**config.mk**
```make
export PLATFORM = sky130hd
export DESIGN_NAME = ifu_fetch_flat
export DESIGN_NICKNAME = d
export VERILOG_FILES = /design/src/rtl/ifu_fetch_pkg.sv /design/src/rtl/ifu_fetch_if.sv /design/src/rtl/ifu_fetch.sv /design/src/flat_wrapper.sv
export SDC_FILE = /design/constraint.sdc
export NUM_CORES = 1
export LEC_CHECK = 0
export CORE_UTILIZATION = 45
export CTS_BUF_LIST = sky130_fd_sc_hd__clkbuf_4 sky130_fd_sc_hd__clkbuf_8
export CTS_CLUSTER_SIZE = 28
export DETAILED_ROUTE_END_ITERATION = 16
export MAX_ROUTING_LAYER = met4
export PLACE_DENSITY = 0.93
export RECOVER_POWER = 50
export SLEW_MARGIN = 20
export SYNTH_ARGS = -nofsm -noshare
export SYNTH_HDL_FRONTEND = slang
export SYNTH_SLANG_ARGS = --single-unit
```
**constraint.sdc**
```tcl
create_clock -name clk -period 2.1 [get_ports clk]
set_input_delay 0.21 -clock clk [delete_from_list [all_inputs] [get_ports clk]]
set_output_delay 0.21 -clock clk [all_outputs]
set_load 0.005 [all_outputs]
```
**src/rtl/ifu_fetch_pkg.sv**
```systemverilog
// ifu_fetch shared types and constants.
// Fetch-unit FSM states and widths.
package ifu_fetch_pkg;

  localparam int unsigned XLEN   = 32;
  localparam int unsigned INST_W = 32;

  localparam logic [XLEN-1:0] DEF_RESET_PC = 32'h8000_0000;

  typedef enum logic [2:0] {
    IDLE,
    REQ,
    WAIT,
    HOLD,
    ERR
  } state_t;

endpackage

```
**src/rtl/ifu_fetch_if.sv**
```systemverilog
// ifu_fetch bus bundle: imem request/response and IF/ID handoff.
// master = fetch unit, slave = memory plus IF/ID register side.
interface ifu_fetch_if;
  import ifu_fetch_pkg::*;

  logic              imem_req_valid;
  logic              imem_req_ready;
  logic [XLEN-1:0]   imem_req_addr;
  logic              imem_resp_valid;
  logic [INST_W-1:0] imem_resp_data;
  logic              inst_valid;
  logic              inst_ready;
  logic [INST_W-1:0] Inst;
  logic [XLEN-1:0]   inst_pc;

  modport master (
    output imem_req_valid,
    output imem_req_addr,
    input  imem_req_ready,
    input  imem_resp_valid,
    input  imem_resp_data,
    output inst_valid,
    output Inst,
    output inst_pc,
    input  inst_ready
  );

  modport slave (
    input  imem_req_valid,
    input  imem_req_addr,
    output imem_req_ready,
    output imem_resp_valid,
    output imem_resp_data,
    input  inst_valid,
    input  Inst,
    input  inst_pc,
    output inst_ready
  );

endinterface

```
**src/rtl/ifu_fetch.sv**
```systemverilog
// Single-outstanding instruction fetch unit with redirect and misalign trap.
// Optional IFU_PERF_CNT_EN adds fetch_cnt (accepted-instruction counter).
module ifu_fetch
  import ifu_fetch_pkg::*;
#(
  parameter logic [XLEN-1:0] RESET_PC = DEF_RESET_PC
) (
  input  logic            clk,
  input  logic            rst,
  ifu_fetch_if.master     bus,
  input  logic            redirect,
  input  logic [XLEN-1:0] redirect_pc,
  output logic            misalign
`ifdef IFU_PERF_CNT_EN
  ,
  output logic [31:0]     fetch_cnt
`endif
);

  state_t state_q, state_d;

  logic [XLEN-1:0]   pc_q, pc_d;
  logic              drop_q, drop_d;
  logic [INST_W-1:0] inst_q, inst_d;
  logic [XLEN-1:0]   ipc_q, ipc_d;
  logic              mis_q, mis_d;

  logic redir_ok;
  logic redir_bad;
  logic req_hs;

  assign redir_ok  = redirect && (redirect_pc[1:0] == 2'b00);
  assign redir_bad = redirect && (redirect_pc[1:0] != 2'b00);
  assign req_hs    = (state_q == REQ) && bus.imem_req_ready;

  always_comb begin
    state_d = state_q;
    pc_d    = pc_q;
    drop_d  = drop_q;
    inst_d  = inst_q;
    ipc_d   = ipc_q;
    mis_d   = mis_q;

    unique case (state_q)
      IDLE: state_d = REQ;
      REQ: begin
        if (bus.imem_req_ready) state_d = WAIT;
      end
      WAIT: begin
        if (bus.imem_resp_valid) begin
          if (drop_q || redirect) begin
            drop_d  = 1'b0;
            state_d = REQ;
          end else begin
            inst_d  = bus.imem_resp_data;
            ipc_d   = pc_q;
            state_d = HOLD;
          end
        end
      end
      HOLD: begin
        if (bus.inst_ready) begin
          pc_d    = pc_q + 32'd4;
          state_d = REQ;
        end
      end
      ERR: state_d = ERR;
      default: state_d = IDLE;
    endcase

    // Redirect overrides the sequential update; ERR is terminal.
    if (state_q != ERR) begin
      unique case (1'b1)
        redir_bad: begin
          mis_d   = 1'b1;
          state_d = ERR;
        end
        redir_ok: begin
          pc_d = redirect_pc;
          if (state_q == HOLD) state_d = REQ;
          if (req_hs) drop_d = 1'b1;
          if (state_q == WAIT && !bus.imem_resp_valid)
            drop_d = 1'b1;
        end
        default: ;
      endcase
    end
  end

  always_ff @(posedge clk) begin
    if (rst) state_q <= IDLE;
    else     state_q <= state_d;
  end

  always_ff @(posedge clk) begin
    if (rst) begin
      pc_q   <= RESET_PC;
      drop_q <= 1'b0;
      inst_q <= '0;
      ipc_q  <= '0;
      mis_q  <= 1'b0;
    end else begin
      pc_q   <= pc_d;
      drop_q <= drop_d;
      inst_q <= inst_d;
      ipc_q  <= ipc_d;
      mis_q  <= mis_d;
    end
  end

  assign bus.imem_req_valid = (state_q == REQ);
  assign bus.imem_req_addr  = pc_q;
  assign bus.inst_valid     = (state_q == HOLD);
  assign bus.Inst           = inst_q;
  assign bus.inst_pc        = ipc_q;
  assign misalign           = mis_q;

`ifdef IFU_PERF_CNT_EN
  always_ff @(posedge clk) begin
    if (rst)
      fetch_cnt <= '0;
    else if (bus.inst_valid && bus.inst_ready)
      fetch_cnt <= fetch_cnt + 32'd1;
  end
`endif

endmodule

```
**src/flat_wrapper.sv**
```systemverilog
// flat-port wrapper written by rule: the top's interface ports become plain ports
module ifu_fetch_flat import ifu_fetch_pkg::*;
#(
  parameter logic [XLEN-1:0] RESET_PC = DEF_RESET_PC
)
  (clk, rst, redirect, redirect_pc, misalign, bus_imem_req_valid, bus_imem_req_addr, bus_imem_req_ready, bus_imem_resp_valid, bus_imem_resp_data, bus_inst_valid, bus_Inst, bus_inst_pc, bus_inst_ready);
  ifu_fetch_if bus_i ();
  input  logic clk;
  input  logic rst;
  input  logic redirect;
  input  logic [XLEN-1:0] redirect_pc;
  output logic misalign;
  output wire logic [$bits(bus_i.imem_req_valid)-1:0] bus_imem_req_valid;
  output wire logic [$bits(bus_i.imem_req_addr)-1:0] bus_imem_req_addr;
  input wire logic [$bits(bus_i.imem_req_ready)-1:0] bus_imem_req_ready;
  input wire logic [$bits(bus_i.imem_resp_valid)-1:0] bus_imem_resp_valid;
  input wire logic [$bits(bus_i.imem_resp_data)-1:0] bus_imem_resp_data;
  output wire logic [$bits(bus_i.inst_valid)-1:0] bus_inst_valid;
  output wire logic [$bits(bus_i.Inst)-1:0] bus_Inst;
  output wire logic [$bits(bus_i.inst_pc)-1:0] bus_inst_pc;
  input wire logic [$bits(bus_i.inst_ready)-1:0] bus_inst_ready;
  assign bus_imem_req_valid = bus_i.imem_req_valid;
  assign bus_imem_req_addr = bus_i.imem_req_addr;
  assign bus_i.imem_req_ready = bus_imem_req_ready;
  assign bus_i.imem_resp_valid = bus_imem_resp_valid;
  assign bus_i.imem_resp_data = bus_imem_resp_data;
  assign bus_inst_valid = bus_i.inst_valid;
  assign bus_Inst = bus_i.Inst;
  assign bus_inst_pc = bus_i.inst_pc;
  assign bus_i.inst_ready = bus_inst_ready;
  ifu_fetch #(.RESET_PC(RESET_PC)) u_core (.clk(clk), .rst(rst), .bus(bus_i), .redirect(redirect), .redirect_pc(redirect_pc), .misalign(misalign));
endmodule
```
==> metrics.yaml, run 1 <==
synthesis:
  synth_nets: 617
  yosysWarnings: 0
  ys_seq_area_share_pct: 46.3
  synth_flop_cell: "dfxtp_1"
  synth_edf_count: 0
  postSynth.asyncResetShare_pct: 0
  netlist_instances: 546
  synth_area_sq_um: 4370
  synth_area_per_cell_sq_um: 8.01
  ys_ff_latch: 101
  ys_types: 54
global_route:
  grt_pass1_wl_microns: 20900
  grt_max_degree: 51
  grt_usage_pct: 26.7
  grt_pass1_vias: 4355
  antenna_found_initial: 0
  grt.overflow.total: 0
place:
  gp_congestion: 0.892
  port_buffers: 168
  dp_hpwl_microns: 9550
  placed_area_sq_um: 6250
  dp_cells: 830
critical_path:
  crit_path_end_kind: "flop"
  worstSetupPathType: "flop to flop"
  cp-start-kind: "flop"
  worstPathMaxFanout: 11
  regToRegStartpoint: "u_core.bus.imem_req_addr[3]$_SDFF_PP0_"
  r2r_slack_ps: 110
  required_ps: 2410
  r2r-end: "u_core.bus.imem_req_addr[21]$_SDFF_PP0_"
  crit_arrival_ps: 2300
  worstRegToRegCells: 6
die:
  pin_count: 169
  die_area_sq_um: 10100
  initial_core_util_pct: 46.9
  dieWidth_microns: 101
  core-area_sq_um: 9330
  placementRows: 35
  die_y_microns: 101
clock_network:
  cts_sinks: 101
  cts.path.max_buffers: 2
  cts_setup_buffers: 0
  clkTransAtPathRegs_ps: 100
  ctsRootBufferMaster: "clkbuf_8"
  postCtsHoldBufs: 0
  htree_levels: 3
  clk_latency_ps: 370
  tritoncts: "built"
  cts_made_buffers: 9
  post_cts_resized: 0
timing:
  hold_viol: 0
  fin_crit_sh_pct: 94.7
  rsz0062_at_grt: "false"
  finalSetupTns_ps: 0
  timing.hold.ws_ps: 114
  finClkSkew_ps: 8.44
  setup_viol: 0
  tightest_slew_ps: 698
  timing.fmax_mhz: 503
  period_needed_ps: 1990
  max_slew_margin_pct: 53.4
  finalMaxSlewViolations: 0
drt:
  drtAntennaViolNets: 0
  wirelength_microns: 13200
  wl_per_cell_microns: 15.6
  dr.pass1.iters: 5
  vias: 4618
  drtIter0Drc: 245
  drc_errors: 0
  vias_per_cell: 5.46
flow_run:
  cap_violations: 0
layout:
  ff_latch_area_sq_um: 2020
  nets: 783
  instances_no_fill: 846
  drive_gt1_share_pct: 6.69
  fin_util_pct: 68.9
  multi_input_area_sq_um: 2140
  fill_cells: 755
  antenna_cells: 0
  fin_area_sq_um: 6420
  syn2layout_area_growth_pct: 47.0
worst_hold_path:
  hp-start: "rst"
  hold_path.class: "primary input to flop"
  hold_path_depth: 2
  min_to: "u_core.bus.inst_pc[19]$_SDFFE_PP0P_"
pwr:
  power_density_nw_per_um2: 582
  p_leak_nw: 2.45
  power.share.clock_pct: 33.3
  p_sw_share_pct: 25.5
  p_seq_share_pct: 54.8
  p_int_mw: 2.78
  comb_power_share_pct: 11.9
  p_sw_mw: 0.953
  ir_worst_vdd_mv: 0.407
run_status:
  status: "complete, no violations"
power groups by stage:
stage / logic, mW / clock network (mW) / registers, mW
after floorplan: 0.167 / 0 / 2.07
after global placement: 0.449 / 0 / 2.09
after detailed placement: 0.457 / 0 / 2.09
after CTS: 0.461 / 1.26 / 2.05
after global routing: 0.478 / 1.33 / 2.06
final: 0.444 / 1.25 / 2.05
synthesized netlist by cell type (3+ instances only):
cell	number	area [sq um]
nand3_1	16	80.1
a211oi_1	12	90.1
buf_2	11	55.1
nor2_1	30	113
buf_6	3	33.8
o21ai_0	14	70.1
nor3_1	4	20.0
o211ai_1	7	52.6
buf_1	4	15.0
clkbuf_1	20	75.1
a21oi_1	70	350
nand2_1	142	533
inv_1	7	26.3
dfxtp_1	101	2020
a311oi_1	8	70.1
nor2b_1	3	18.8
xnor2_1	5	43.8
nand4_1	11	68.8
and4_1	5	43.8
or3_1	11	68.8
nor4_1	5	31.3
and3_1	6	37.5
xor2_1	5	43.8
o211a_1	3	30.0
a31oi_1	3	18.8
sequential cells by signal, summed over array words and instances, names as in the netlist:
register,count
u_core.state_q,3
u_core.bus.inst_pc,32
u_core.drop_q,1
u_core.bus.imem_req_addr,32
u_core.misalign,1
u_core.bus.Inst,32
cell type report:
cell class / instances / area share, %
clock inverters: 7 / 1.13
repair buffers: 195 / 29.3
multi-input cells: 398 / 33.2
well taps: 129 / 2.51
flip-flops and latches: 101 / 31.5
inverters: 7 / 0.409
clock buffers: 9 / 1.93
routing by layer:
| layer | routed length (microns) | track usage, % |
|---|---|---|
| met1 | 5360 | 31.0 |
| met3 | 1160 | 6.87 |
| met4 | 124 | 6.80 |
| met2 | 6570 | 45.9 |
| met5 | 0 | - |
worst max path at each step:
stage	start	to	cells after the start	slack, ps
2_1_floorplan	u_core.bus.imem_req_addr[2]$_SDFF_PP0_	u_core.bus.imem_req_addr[28]$_SDFF_PP0_	5	360
4_1_cts	u_core.state_q[0]$_SDFF_PP0_	bus_imem_req_valid	3	100
3_3_place_gp	bus_inst_ready	u_core.bus.imem_req_addr[13]$_SDFF_PP0_	6	70
5_1_grt	u_core.bus.imem_req_addr[3]$_SDFF_PP0_	u_core.bus.imem_req_addr[21]$_SDFF_PP0_	6	60
3_5_place_dp	bus_inst_ready	u_core.bus.imem_req_addr[13]$_SDFF_PP0_	6	50
6_report	u_core.bus.imem_req_addr[3]$_SDFF_PP0_	u_core.bus.imem_req_addr[21]$_SDFF_PP0_	6	110
stage by stage:
step	setup slack [ps]	power [mW]
6_report	112	3.74
5_1_grt	55.8	3.87
4_1_cts	102	3.77
3_5_place_dp	45.4	2.55
3_3_place_gp	67.5	2.54
2_1_floorplan	358	2.24
critical path, cell delays in order, from the launching register on:
cell	delay [ps]
dfxtp_1	350
clkbuf_1	320
and4_1	340
nand4_1	130
buf_4	190
or4b_1	500
nand3_1	90
cell usage in the layout (no fill, tap or decap), drive strengths merged, types with 2 or more instances in the layout:
cell             n
nand4           13
a21oi           70
or3b             2
a31oi            3
o22ai            2
xnor2            5
clkinvlp         2
clkdlybuf4s50   78
clkbuf          15
nand3           16
a311oi           8
dlygate4sd3     89
inv              9
and4             6
nand2          142
nor4             5
o211a            3
nor2            30
a211oi          12
xor2             5
or2              2
o21ai           15
o221ai           2
dfxtp          101
clkinv           2
buf             22
nor2b            3
and3             6
nor3             4
or4              2
o211ai           7
nand4b           2
and2             2
a22oi            2
nor3b            3
o31a             2
or3             11
cell families (layout without fill, tap and decap cells):
logic type               after synthesis  in the layout  synth area share (%)
buffers and inverters                 47            218                  5.04
AND/OR/NAND/NOR                      254            254                  27.8
XOR/XNOR                              10             10                  2.00
adder cells (fa/ha/maj)                1              1                 0.286
AO/OA/AOI/OAI                        133            133                  18.6
flip-flops                           101            101                  46.3
Note: power is estimated with default switching activity, not from simulation.
==> run 2, diff against run 1 <==
--- a/config.mk
+++ b/config.mk
@@ -5,14 +5,13 @@
 export SDC_FILE = /design/constraint.sdc
 export NUM_CORES = 1
 export LEC_CHECK = 0
-export CORE_UTILIZATION = 45
+export CORE_UTILIZATION = 40
 export CTS_BUF_LIST = sky130_fd_sc_hd__clkbuf_4 sky130_fd_sc_hd__clkbuf_8
 export CTS_CLUSTER_SIZE = 28
 export DETAILED_ROUTE_END_ITERATION = 16
 export MAX_ROUTING_LAYER = met4
-export PLACE_DENSITY = 0.93
+export PLACE_DENSITY = 0.85
 export RECOVER_POWER = 50
-export SLEW_MARGIN = 20
 export SYNTH_ARGS = -nofsm -noshare
 export SYNTH_HDL_FRONTEND = slang
 export SYNTH_SLANG_ARGS = --single-unit
==> run 2 against run 1 <==
  * Combinational power grew 3%
  * Flip-flop and latch count is the same
  * Via count grew 0.26%
  * Critical path type is now flop to output pin
  * Critical path depth shrank 3
  * Highest routed layer unchanged
  * Global-route usage shrank 2.3 points
  * Setup slack gained 32 ps
  * Core utilization shrank 7.1 points
  * Final area grew 0.60%
  * Critical endpoint is now bus_inst_valid
  * Non-clock buffer count grew 5
  * Clock skew grew 4.7 ps
==> metrics.yaml, run 2 (same netlist as run 1, synthesis figures left out) <==
timing:
  fin_crit_sh_pct: 93.2  # was 94.7%
  finalSetupTns_ps: 0  # unchanged
  tightest_slew_ps: 469  # was 698 ps
  setup_viol: 0  # unchanged
  rsz0062_at_grt: "false"  # unchanged
  hold_viol: 0  # unchanged
  timing.fmax_mhz: 511  # was 503 MHz
  period_needed_ps: 1960  # was 1990 ps
  max_slew_margin_pct: 68.7  # was 53.4%
  finClkSkew_ps: 13.2  # was 8.44 ps
  finalMaxSlewViolations: 0  # unchanged
die:
  die_area_sq_um: 11400  # was 10100 sq um
  core-area_sq_um: 10500  # was 9330 sq um
  dieWidth_microns: 107  # was 101 microns
  placementRows: 37  # was 35
  pin_count: 169  # unchanged
  initial_core_util_pct: 41.8  # was 46.9%
  die_y_microns: 107  # was 101 microns
global_route:
  grt_pass1_wl_microns: 21700  # was 20900 microns
  antenna_found_initial: 0  # unchanged
  grt_pass1_vias: 4495  # was 4355
  grt_max_degree: 48  # was 51
  grt_usage_pct: 24.4  # was 26.7%
  grt.overflow.total: 0  # unchanged
clock_network:
  cts_sinks: 101  # unchanged
  cts_made_buffers: 9  # unchanged
  htree_levels: 3  # unchanged
  tritoncts: "built"  # unchanged
  cts.path.max_buffers: 2  # unchanged
  clk_latency_ps: 370  # about the same
  cts_setup_buffers: 0  # unchanged
  post_cts_resized: 0  # unchanged
  clkTransAtPathRegs_ps: 110  # was 100 ps
  postCtsHoldBufs: 0  # unchanged
  ctsRootBufferMaster: "clkbuf_8"  # unchanged
critical_path:
  critical_path.top_delay_family: "buffers and inverters"  # was simple AND/OR/NAND/NOR gates
  worstPathMaxFanout: 10  # was 11
  worstPathCellList: "inv_1 -> nor3b_1 -> clkdlybuf4s50_1"  # was clkbuf_1 -> and4_1 -> nand4_1 -> buf_4 -> or4b_1 -> nand3_1
  cp-start-kind: "flop"  # unchanged
  crit_path_end_kind: "output pin"  # was flop
  crit_arrival_ps: 1750  # was 2300 ps
  required_ps: 1890  # was 2410 ps
  worstSetupPathType: "flop to output pin"  # was flop to flop
  path_buf_inv: 2  # unchanged
  slowest_delay_ps: 550  # was 500 ps
  slowest_stage: "clkdlybuf4s50_1"  # was or4b_1
layout:
  ff_latch_area_sq_um: 2020  # about the same
  multi_input_area_sq_um: 2140  # unchanged
  layout_common_cells: "nand2_1 (142), dfxtp_1 (101), dlygate4sd3_1 (89)"  # was nand2_1 (142), dfxtp_1 (100), dlygate4sd3_1 (89)
  antenna_cells: 0  # unchanged
  drive_gt1_share_pct: 7.06  # was 6.69%
  final_common_cell: "nand2_1"  # unchanged
  fill_cells: 918  # was 755
  syn2layout_area_growth_pct: 47.9  # was 47.0%
  instances_no_fill: 858  # was 846
  nets: 788  # was 783
place:
  dp_cells: 842  # was 830
  dp_hpwl_microns: 9920  # was 9550 microns
  port_buffers: 168  # unchanged
  gp_congestion: 0.886  # was 0.892
drt:
  wirelength_microns: 13600  # was 13200 microns
  wl_per_cell_microns: 15.8  # was 15.6 microns
  dr.pass1.iters: 8  # was 5
  vias: 4630  # was 4618
  drtIter0Drc: 339  # was 245
  vias_per_cell: 5.40  # was 5.46
  drtAntennaViolNets: 0  # unchanged
  drc_errors: 0  # unchanged
pwr:
  power_density_nw_per_um2: 585  # was 582 nW/um^2
  p_leak_nw: 2.48  # was 2.45 nW
  ir_worst_vdd_mv: 0.459  # was 0.407 mV
worst_hold_path:
  hold_path.class: "primary input to flop"  # unchanged
flow_run:
  cap_violations: 0  # unchanged
run_status:
  status: "complete, no violations"  # unchanged
-- run 2: changes by cell type in the layout (fill, tap and decap cells not counted) --
cell / before / now
clkinv_4: 0 / 1
buf_2: 1 / 0
inv_8: 0 / 1
buf_12: 2 / 1
clkinv_2: 2 / 1
clkbuf_1: 6 / 7
buf_4: 19 / 25
clkinvlp_4: 2 / 1
dfxtp_2: 1 / 0
dfxtp_1: 100 / 101
-- run 2: per-stage QoR --
step           power, mW  utilization [%]  hold slack [ps]  setup slack (ps)  instance area, sq um
3_5_place_dp        2.55             60.1              446              57.8                  6290
4_1_cts             3.83             62.0              185               126                  6490
5_1_grt             3.92             61.8              197              35.3                  6460
2_1_floorplan       2.24                -              343               358                  4370
3_3_place_gp        2.54             60.1              442              94.7                  6290
6_report            3.78             61.8              202               143                  6460
-- run 2: final timing paths --
check	from	endpoint	slack, ps	cells past startpoint
setup / recovery	u_core.state_q[0]$_SDFF_PP0_	bus_inst_valid	140	3
hold reg to reg	u_core.bus.inst_pc[0]$_SDFFE_PP0P_	u_core.bus.inst_pc[0]$_SDFFE_PP0P_	460	2
hold / removal	rst	u_core.drop_q$_SDFF_PP0_	200	2
setup reg to reg	u_core.state_q[2]$_SDFF_PP0_	u_core.bus.imem_req_addr[19]$_SDFF_PP0_	180	5
-- run 2: cell type report --
class,instances,share of cell area (%)
Sequential cell,101,31.3
Tap cell,136,2.63
Timing Repair Buffer,200,29.5
Inverter,7,0.407
Clock buffer,9,1.92
Multi-Input combinational cell,398,33.0
Clock inverter,7,1.24
-- run 2: where the power goes --
group / total [mW] / internal (mW) / leakage (nW) / switching (mW)
logic: 0.456 / 0.266 / 1.56 / 0.190
clock network: 1.28 / 0.568 / 0.102 / 0.715
registers: 2.04 / 1.97 / 0.818 / 0.0740
total: 3.78 / 2.80 / 2.48 / 0.979
-- run 2: per-layer routing --
metal | up-vias | global-route usage [%] | share of wire [%] | wire length, microns
li1 | 2262 | - | - | -
met1 | 2122 | 29.2 | 40 | 5470
met2 | 217 | 40.3 | 49 | 6650
met3 | 29 | 6.01 | 8.9 | 1220
met4 | 0 | 7.93 | 1.9 | 261
met5 | - | - | 0 | 0
==> run 3, diff against run 2 <==
--- a/config.mk
+++ b/config.mk
@@ -5,6 +5,8 @@
 export SDC_FILE = /design/constraint.sdc
 export NUM_CORES = 1
 export LEC_CHECK = 0
+export CAP_MARGIN = 15
+export CORE_ASPECT_RATIO = 1.5
 export CORE_UTILIZATION = 40
 export CTS_BUF_LIST = sky130_fd_sc_hd__clkbuf_4 sky130_fd_sc_hd__clkbuf_8
 export CTS_CLUSTER_SIZE = 28
==> run 3 against run 2 <==
  * Clock skew is 1.2 ps lower
  * Routed wire length fell by 2.9%
  * Register-to-register slack is essentially flat
  * Die area barely moved
  * Critical path type is now flop to flop
  * Via count fell by 2.0%
  * Hold slack improved by 38 ps
  * Global-route usage fell by 0.42 points
  * Critical path depth rose by 3
  * First-iteration DRC count is 5.6% lower
  * Power fell by 3.4%
==> metrics.yaml, run 3 (same netlist as run 1, synthesis figures left out) <==
critical_path:
  r2r-end: "u_core.bus.imem_req_addr[21]$_SDFF_PP0_"  # was u_core.bus.imem_req_addr[19]$_SDFF_PP0_
  path_buf_inv: 2  # unchanged
  slowest_stage: "or4b_1"  # was clkdlybuf4s50_1
  crit_path_end_kind: "flop"  # was output pin
  cp-start-kind: "flop"  # unchanged
  worst-path-stages: 6  # was 3
  r2r_slack_ps: 180  # about the same
  slowest_delay_ps: 490  # was 550 ps
  required_ps: 2430  # was 1890 ps
  worstRegToRegCells: 6  # was 5
  critPathCapture: "u_core.bus.imem_req_addr[21]$_SDFF_PP0_"  # was bus_inst_valid
  worstSetupPathType: "flop to flop"  # was flop to output pin
  regToRegStartpoint: "u_core.bus.imem_req_addr[2]$_SDFF_PP0_"  # was u_core.state_q[2]$_SDFF_PP0_
  worstPathMaxFanout: 11  # was 10
  worstPathCellList: "clkbuf_1 -> and4_1 -> nand4_1 -> buf_4 -> or4b_1 -> nand3_1"  # was inv_1 -> nor3b_1 -> clkdlybuf4s50_1
  critical_path.top_delay_family: "simple AND/OR/NAND/NOR gates"  # was buffers and inverters
  crit_arrival_ps: 2240  # was 1750 ps
  setup.worst_path.start: "u_core.bus.imem_req_addr[2]$_SDFF_PP0_"  # was u_core.state_q[0]$_SDFF_PP0_
place:
  dp_hpwl_microns: 9850  # was 9920 microns
  port_buffers: 168  # unchanged
  gp_congestion: 0.865  # was 0.886
layout:
  multi_input_area_sq_um: 2140  # unchanged
  syn2layout_area_growth_pct: 47.0  # was 47.9%
  nets: 782  # was 788
  fill_cells: 952  # was 918
  final_common_cell: "nand2_1"  # unchanged
  drive_gt1_share_pct: 6.70  # was 7.06%
  ff_latch_area_sq_um: 2020  # about the same
  layout_common_cells: "nand2_1 (142), dfxtp_1 (99), dlygate4sd3_1 (91)"  # was nand2_1 (142), dfxtp_1 (101), dlygate4sd3_1 (89)
clock_network:
  cts_setup_buffers: 0  # unchanged
  cts_sinks: 101  # unchanged
  cts_made_buffers: 9  # unchanged
  ctsRootBufferMaster: "clkbuf_8"  # unchanged
  htree_levels: 3  # unchanged
  tritoncts: "built"  # unchanged
  clkTransAtPathRegs_ps: 100  # was 110 ps
  cts.path.max_buffers: 2  # unchanged
  clk_latency_ps: 380  # was 370 ps
timing:
  period_needed_ps: 1920  # was 1960 ps
  fin_crit_sh_pct: 91.3  # was 93.2%
  rsz0062_at_grt: "false"  # unchanged
  finClkSkew_ps: 12.0  # was 13.2 ps
  finalMaxSlewViolations: 0  # unchanged
  max_slew_margin_pct: 58.0  # was 68.7%
  setup_viol: 0  # unchanged
  tightest_slew_ps: 630  # was 469 ps
  timing.fmax_mhz: 522  # was 511 MHz
  hold_viol: 0  # unchanged
  finalSetupTns_ps: 0  # unchanged
pwr:
  p_seq_share_pct: 56.0  # was 54.0%
  p_leak_nw: 2.46  # was 2.48 nW
  p_total_mw: 3.65  # was 3.78 mW
  comb_power_share_pct: 12.1  # about the same
  ir_worst_vdd_mv: 0.343  # was 0.459 mV
  p_int_mw: 2.68  # was 2.80 mW
  power_density_nw_per_um2: 568  # was 585 nW/um^2
  p_sw_share_pct: 26.6  # was 25.9%
  p_sw_mw: 0.971  # was 0.979 mW
  power.share.clock_pct: 31.9  # was 33.9%
die:
  dieWidth_microns: 87.4  # was 107 microns
  pin_count: 169  # unchanged
  placementRows: 46  # was 37
  core-area_sq_um: 10600  # was 10500 sq um
  initial_core_util_pct: 41.3  # was 41.8%
  die_y_microns: 130  # was 107 microns
  die_area_sq_um: 11400  # about the same
drt:
  drtAntennaViolNets: 0  # unchanged
  vias_per_cell: 5.27  # was 5.40
  dr.pass1.iters: 4  # was 8
  wirelength_microns: 13200  # was 13600 microns
  drtIter0Drc: 320  # was 339
  vias: 4537  # was 4630
  drc_errors: 0  # unchanged
  wl_per_cell_microns: 15.3  # was 15.8 microns
global_route:
  grt_usage_pct: 24.0  # was 24.4%
  grt_max_degree: 63  # was 48
  grt.overflow.total: 0  # unchanged
  grt_pass1_wl_microns: 20600  # was 21700 microns
  antenna_found_initial: 0  # unchanged
  grt_pass1_vias: 4294  # was 4495
worst_hold_path:
  hold_path_depth: 4  # was 2
  hold_path.class: "primary input to flop"  # unchanged
run_status:
  status: "complete, no violations"  # unchanged
flow_run:
  cap_violations: 0  # unchanged
-- run 3: through the flow --
stage | std cells | worst slack (ps) | hold slack (ps) | util [%] | instance area, sq um
after detailed placement | 844 | 28.7 | 446 | 59.1 | 6260
after floorplan | 546 | 358 | 343 | - | 4370
after global routing | 860 | 66.6 | 245 | 60.7 | 6420
after CTS | 860 | 116 | 223 | 60.8 | 6440
after global placement | 844 | 13.0 | 441 | 59.1 | 6260
final | 861 | 183 | 240 | 60.7 | 6430
-- run 3: timing repair --
action,4_1_cts,5_1_grt
gates resized for setup,0,2
setup endpoints to repair,0,2
hold buffers,0,0
hold endpoints to repair,0,0
-- run 3: final cells by class --
| type | instances | share of cell area, % |
|---|---|---|
| Multi-Input combinational cell | 398 | 33.2 |
| Antenna cell | 1 | 0.0389 |
| Clock inverter | 7 | 0.876 |
| Timing Repair Buffer | 194 | 29.2 |
| Clock buffer | 9 | 1.93 |
| Inverter | 7 | 0.409 |
| Sequential cell | 101 | 31.5 |
| Tap cell | 144 | 2.80 |
-- run 3: tightest hold or removal path, cell delays in order --
cell     delay (ps)
buf_4            90
inv_1           110
o21ai_0         110
a31oi_1          50
-- run 3: power by group through the flow --
stage / combinational (mW) / clock [mW] / sequential (mW)
floorplan: 0.167 / 0 / 2.07
global placement: 0.452 / 0 / 2.09
detailed placement: 0.459 / 0 / 2.09
CTS: 0.463 / 1.20 / 2.04
global route: 0.479 / 1.27 / 2.06
finish: 0.442 / 1.16 / 2.04
-- run 3: how the worst min path moves through the flow --
| stage | end | slack, ps | start |
|---|---|---|---|
| 3_5_place_dp | u_core.bus.Inst[12]$_SDFFE_PP0P_ | 450 | u_core.bus.Inst[12]$_SDFFE_PP0P_ |
| 2_1_floorplan | u_core.bus.imem_req_addr[19]$_SDFF_PP0_ | 340 | redirect_pc[19] |
| 3_3_place_gp | u_core.bus.Inst[3]$_SDFFE_PP0P_ | 440 | u_core.bus.Inst[3]$_SDFFE_PP0P_ |
| 5_1_grt | u_core.bus.imem_req_addr[19]$_SDFF_PP0_ | 240 | rst |
| 4_1_cts | u_core.bus.imem_req_addr[15]$_SDFF_PP0_ | 220 | rst |
| 6_report | u_core.bus.imem_req_addr[15]$_SDFF_PP0_ | 240 | rst |
-- run 3: per-layer routing --
layer	track usage [%]	vias up	wire length, microns
met2	42.5	151	7080
met5	-	-	0
li1	-	2252	-
met1	26.8	2112	5180
met4	10.6	0	323
met3	2.78	22	619
